--- config.mk ---
export PLATFORM = sky130hd
export DESIGN_NAME = pipelined_cla_adder
export DESIGN_NICKNAME = d
export VERILOG_FILES = /design/src/rtl/pipelined_cla_adder.sv
export SDC_FILE = /design/constraint.sdc
export NUM_CORES = 1
export LEC_CHECK = 0
export CORE_ASPECT_RATIO = 1.5
export CORE_UTILIZATION = 42
export DETAILED_ROUTE_END_ITERATION = 10
export DONT_BUFFER_PORTS = 1
export GPL_ROUTABILITY_DRIVEN = 0
export PLACE_DENSITY = 0.57
export SETUP_SLACK_MARGIN = 0.05
export SLEW_MARGIN = 15
export SYNTH_ARGS = -nofsm -noshare
export SYNTH_HDL_FRONTEND = slang
export SYNTH_SLANG_ARGS = --single-unit
--- constraint.sdc ---
create_clock -name i_clk -period 3.2 [get_ports i_clk]
set_input_delay 0.48 -clock i_clk [delete_from_list [all_inputs] [get_ports i_clk]]
set_output_delay 0.48 -clock i_clk [all_outputs]
set_load 0.01 [all_outputs]
--- src/rtl/pipelined_cla_adder.sv ---
// Pipelined carry-lookahead adder/subtractor, one GROUP-bit lookahead group per stage.
// Optional macro CLA_SIGNED_OVF_EN adds the o_overflow output (signed overflow).
module pipelined_cla_adder #(
  parameter int WIDTH = 16,
  parameter int GROUP = 4
) (
  input  logic             i_clk,
  input  logic             i_rst,
  input  logic             i_valid,
  output logic             o_ready,
  input  logic [WIDTH-1:0] i_add1,
  input  logic [WIDTH-1:0] i_add2,
  input  logic             i_sub,
  output logic             o_valid,
  input  logic             i_ready,
  output logic [WIDTH:0]   o_result,
  output logic             o_sub
`ifdef CLA_SIGNED_OVF_EN
  ,
  output logic             o_overflow
`endif
);

  localparam int NUM_GROUPS = WIDTH / GROUP;

  if (GROUP < 1 || WIDTH < GROUP || (WIDTH % GROUP) != 0) begin : g_param_check
    $error("pipelined_cla_adder: WIDTH must be a non-zero multiple of GROUP");
  end

  // Expanded lookahead: c[i+1] = g[i] | p[i]g[i-1] | ... | p[i..0]cin
  function automatic logic [GROUP:0] cla_carries(input logic [GROUP-1:0] p,
                                                 input logic [GROUP-1:0] g,
                                                 input logic             cin);
    logic [GROUP:0] c;
    logic           term;
    c[0] = cin;
    for (int i = 0; i < GROUP; i++) begin
      term = cin;
      for (int j = 0; j <= i; j++) term = term & p[j];
      c[i+1] = term;
      for (int j = 0; j <= i; j++) begin
        term = g[j];
        for (int m = j + 1; m <= i; m++) term = term & p[m];
        c[i+1] = c[i+1] | term;
      end
    end
    return c;
  endfunction

  logic             advance;
  logic [WIDTH-1:0] b_in;

  // Global stall: the whole pipe moves together, no bubble collapse.
  assign advance = !o_valid || i_ready;
  assign o_ready = advance;
  assign b_in    = i_sub ? ~i_add2 : i_add2;

  genvar k;
  for (k = 0; k < NUM_GROUPS; k++) begin : g_stage
    localparam int IN_W = WIDTH - GROUP * k;
    localparam int DONE = GROUP * (k + 1);

    logic [IN_W-1:0]  src_a;
    logic [IN_W-1:0]  src_b;
    logic             cin;
    logic             vld_d;
    logic             sub_d;
    logic [DONE-1:0]  sum_d;
    logic [GROUP-1:0] p;
    logic [GROUP-1:0] g;
    logic [GROUP-1:0] sum_grp;
    logic [GROUP:0]   c;

    logic             vld_q;
    logic             sub_q;
    logic             cry_q;
    logic [DONE-1:0]  sum_q;

    assign p       = src_a[GROUP-1:0] ^ src_b[GROUP-1:0];
    assign g       = src_a[GROUP-1:0] & src_b[GROUP-1:0];
    assign c       = cla_carries(p, g, cin);
    assign sum_grp = p ^ c[GROUP-1:0];

    if (k == 0) begin : g_head
      assign src_a = i_add1;
      assign src_b = b_in;
      assign cin   = i_sub;
      assign vld_d = i_valid;
      assign sub_d = i_sub;
      assign sum_d = sum_grp;
    end else begin : g_body
      assign src_a = g_stage[k-1].g_skew.a_q;
      assign src_b = g_stage[k-1].g_skew.b_q;
      assign cin   = g_stage[k-1].cry_q;
      assign vld_d = g_stage[k-1].vld_q;
      assign sub_d = g_stage[k-1].sub_q;
      assign sum_d = {sum_grp, g_stage[k-1].sum_q};
    end

    always_ff @(posedge i_clk or posedge i_rst) begin
      if (i_rst) begin
        vld_q <= 1'b0;
        sub_q <= 1'b0;
        cry_q <= 1'b0;
        sum_q <= '0;
      end else if (advance) begin
        vld_q <= vld_d;
        sub_q <= sub_d;
        cry_q <= c[GROUP];
        sum_q <= sum_d;
      end
    end

    if (k < NUM_GROUPS - 1) begin : g_skew
      // Operand bits for the groups still ahead travel with the transaction.
      logic [IN_W-GROUP-1:0] a_q;
      logic [IN_W-GROUP-1:0] b_q;

      always_ff @(posedge i_clk or posedge i_rst) begin
        if (i_rst) begin
          a_q <= '0;
          b_q <= '0;
        end else if (advance) begin
          a_q <= src_a[IN_W-1:GROUP];
          b_q <= src_b[IN_W-1:GROUP];
        end
      end
    end else begin : g_last
`ifdef CLA_SIGNED_OVF_EN
      logic ovf_q;

      always_ff @(posedge i_clk or posedge i_rst) begin
        if (i_rst)        ovf_q <= 1'b0;
        else if (advance) ovf_q <= c[GROUP] ^ c[GROUP-1];
      end
`endif
    end
  end

  assign o_valid  = g_stage[NUM_GROUPS-1].vld_q;
  assign o_sub    = g_stage[NUM_GROUPS-1].sub_q;
  assign o_result = {g_stage[NUM_GROUPS-1].cry_q, g_stage[NUM_GROUPS-1].sum_q};
`ifdef CLA_SIGNED_OVF_EN
  assign o_overflow = g_stage[NUM_GROUPS-1].g_last.ovf_q;
`endif

endmodule

==> results.txt <==
TritonRoute pass-1 iters: 4
VDD IR max: 349 uV
Power density cells: 997 nW/um^2
Fin util: 46.5%
DP HPWL: 5300 um
Largest net degree at the start of global routing: 118
Hold Buf Count CTS: 0
Critical-path top delay cell: buf_4
Crit. End Element: register
Reg2Reg Capture Point: g_stage[1].sum_q[5]
Sw Share: 34.4%
# DRC: 0
Status: complete, no violations
Worst Path Buf+Inv: 1
Die X: 86.7 um
Row count: 46
Crit path DAT: 2.07 ns
Net Count, Synth: 530
Max cap viols: 0
Initial antenna violation count: 0
Via/cell ratio: 4.75
First-pass GRT wire length: 13600 um
Total clock buffers created by CTS: 9
Psw: 1.68 mW
Final hold violations: 0
Setup TNS: 0 ns
Clock-pin slew on the worst setup and hold paths: 0.06 ns
R2R Setup Slk: 1.31 ns
Min Tclk post-route: 1.89 ns
Fin. max-slew vios: 0
Post-CTS repair timing setup buffer count: 0
Setup CP Type: reg -> reg
Finished Cell Area: 4900 sq um
CTS root buffer: clkbuf_16
Setup crit start: o_valid
CP Depth: 3
Yosys cell types: 24
N_diodes: 0
CTS H-Tree Depth: 3
Met3 Use GR: 2.74%
FILL cells: 1016
Largest cells by area after synthesis: dfrtp_1 55%, nand2_1 19%, ha_1 5.5%
Max Fclk: 529 MHz
1st-iter DRT viols: 171
Met2 GRT Util: 25.2%
Cell count after synthesis: 470
Congestion Overflow GR: 0
Max Root-Sink Buffers: 2
Syn_area_per_cell: 9.62 sq um
Clock power share: 24.6%
Worst reg2reg startpoint: o_valid
Normalized max-slew margin: 25.4%
Worst Setup EP: g_stage[1].sum_q[5]
Worst hold path type: in -> async
Placeable core area: 10500 sq um
Clock Skews: 0.00498 ns
Vias in the first global route: 2817
Ratio of cells with drive above 1 in the final layout: 5.59%
#FFs+latches synth: 100
Top Ports: 57
Warnings, synthesis: 0
Final setup fails: 0
Layer with the highest usage: met2
Total number of vias: 2894
Nets@finish: 520
Area grow syn2layout: 8.24%
Sequential-to-total area share from yosys stat: 55.3%
LEAKAGE: 2.48 nW
TritonCTS clock tree: yes
Power share of the sequential group: 45.1%
Slew @ Worst Pin: 1.12 ns
Reg2Reg Depth: 3
Starting Density: 42.9%
Largest stage delay on the critical path: 0.80 ns
Number of port buffers: 0
Internal power: 3.20 mW
Clock sink count: 100
Total Wirelength: 7890 um
Critical-path cell list: nor2b_4 > buf_4 > o21ai_0
Yosys top cell area share: 55.3%
Required time worst endpoint: 3.38 ns
Wire per inst: 13.0 um
Die Span Y: 129 um
Post-synthesis instance area: 4520 sq um
RSZ-0062 raised after global routing: no
Die area: 11200 sq um
Later-pin clock latency in the skew report: 0.35 ns
Antenna Nets Post-Route: 0
CP max FO: 117
GRT Total Usage: 16.0%
Combinational fraction of design power: 30.2%
CP Launch Type: register
FF+latch area: 2500 sq um
Multi-input logic area: 1800 sq um
Placement Cell Area: 4560 sq um
Cell taking the most area after synthesis: dfrtp_1
CP delay by family, top: buffers and inverters
Global Route met1 Usage: 20.5%
Post-CTS resize count: 0
Final Cycle Share: 59.0%
==> flip-flops by register name, summed over array words and instances (netlist names) <==
name and cells:
g_stage.cry_q 4, g_stage.g_skew.a_q 24, g_stage.g_skew.b_q 24, g_stage.sub_q 3
g_stage.sum_q 40, g_stage.vld_q 3, o_sub 1, o_valid 1
==> how the worst min path moves through the flow <==
stage	startpoint	to	slack, ns	cells after the start
3_5_place_dp	g_stage[0].g_skew.a_q[9]	g_stage[0].g_skew.a_q[9]	0.46	2
5_1_grt	i_rst	g_stage[0].g_skew.a_q[11]	0.15	1
4_1_cts	i_rst	g_stage[0].g_skew.a_q[11]	0.11	1
6_report	i_rst	g_stage[0].g_skew.a_q[11]	0.09	1
3_3_place_gp	g_stage[2].sum_q[5]	g_stage[2].sum_q[5]	0.45	2
2_1_floorplan	g_stage[2].vld_q	g_stage[2].vld_q	0.43	2
==> synth_stat cells, drive strengths merged <==
library cell	instances
ha	20
o211a	4
nand2	223
buf	22
xnor2	13
dfrtp	100
o31a	4
xor2	7
a21o	4
o31ai	8
nand2b	3
nor2	4
mux2i	1
clkbuf	3
a21oi	4
nor2b	1
nor3	8
o21ai	18
inv	8
fa	3
o21a	12
==> cells in the final DEF (no fill, tap or decap), types with 4 or more instances in the layout <==
master and n:
a21o_1 4, a21oi_2 4, clkbuf_16 9, dfrtp_1 100, ha_1 20, inv_1 6, nand2_1 223, nor2_1 4
nor3_1 8, o211a_1 4, o21a_1 12, o21ai_0 18, o31a_1 4, o31ai_1 8, xnor2_1 13, xor2_1 7
==> layer usage <==
layer  vias to the layer above  wire length, um
met5                         -                0
met4                         0              223
met3                        14              254
met2                        53             3770
met1                      1353             3650
li1                       1474                -
==> worst reg2reg max path: stages, from the launching register on <==
cell and delay, ns:
dfrtp_1 0.40, nor2b_4 0.17, buf_4 0.80, o21ai_0 0.35
==> cells by family after synthesis <==
kind of cell / share of synthesized area [%]
and+or+nand+nor: 20.3
adders and majority gates: 6.86
buffers and inverters: 4.98
muxes: 0.221
AOI/OAI and AO/OA: 8.41
DFF: 55.3
xor gates and xnor gates: 3.87
==> through the flow <==
step	cells	total power, mW	hold WS, ns	setup WS (ns)
5_1_grt	609	5.28	0.152	1.12
2_1_floorplan	470	3.44	0.430	0.101
6_report	609	4.88	0.0926	1.31
4_1_cts	609	4.95	0.108	1.31
3_5_place_dp	593	3.73	0.456	1.31
3_3_place_gp	593	3.66	0.449	1.33
==> area by class of cell <==
type                            instances  share of cell area [%]
Inverter                                8                   0.664
Multi-Input combinational cell        337                    36.8
Tap cell                              144                    3.68
Timing Repair Buffer                    4                   0.869
Clock buffer                           13                    5.52
Sequential cell                       100                    51.1
Clock inverter                          3                    1.38
==> power by group through the flow <==
| stage | logic (mW) | clock network [mW] | registers (mW) |
|---|---|---|---|
| floorplan | 1.31 | 0 | 2.13 |
| global placement | 1.44 | 0 | 2.22 |
| detailed placement | 1.50 | 0 | 2.24 |
| CTS | 1.51 | 1.23 | 2.22 |
| global route | 1.72 | 1.28 | 2.28 |
| finish | 1.48 | 1.20 | 2.20 |
Note: power is estimated with default switching activity, not from simulation.
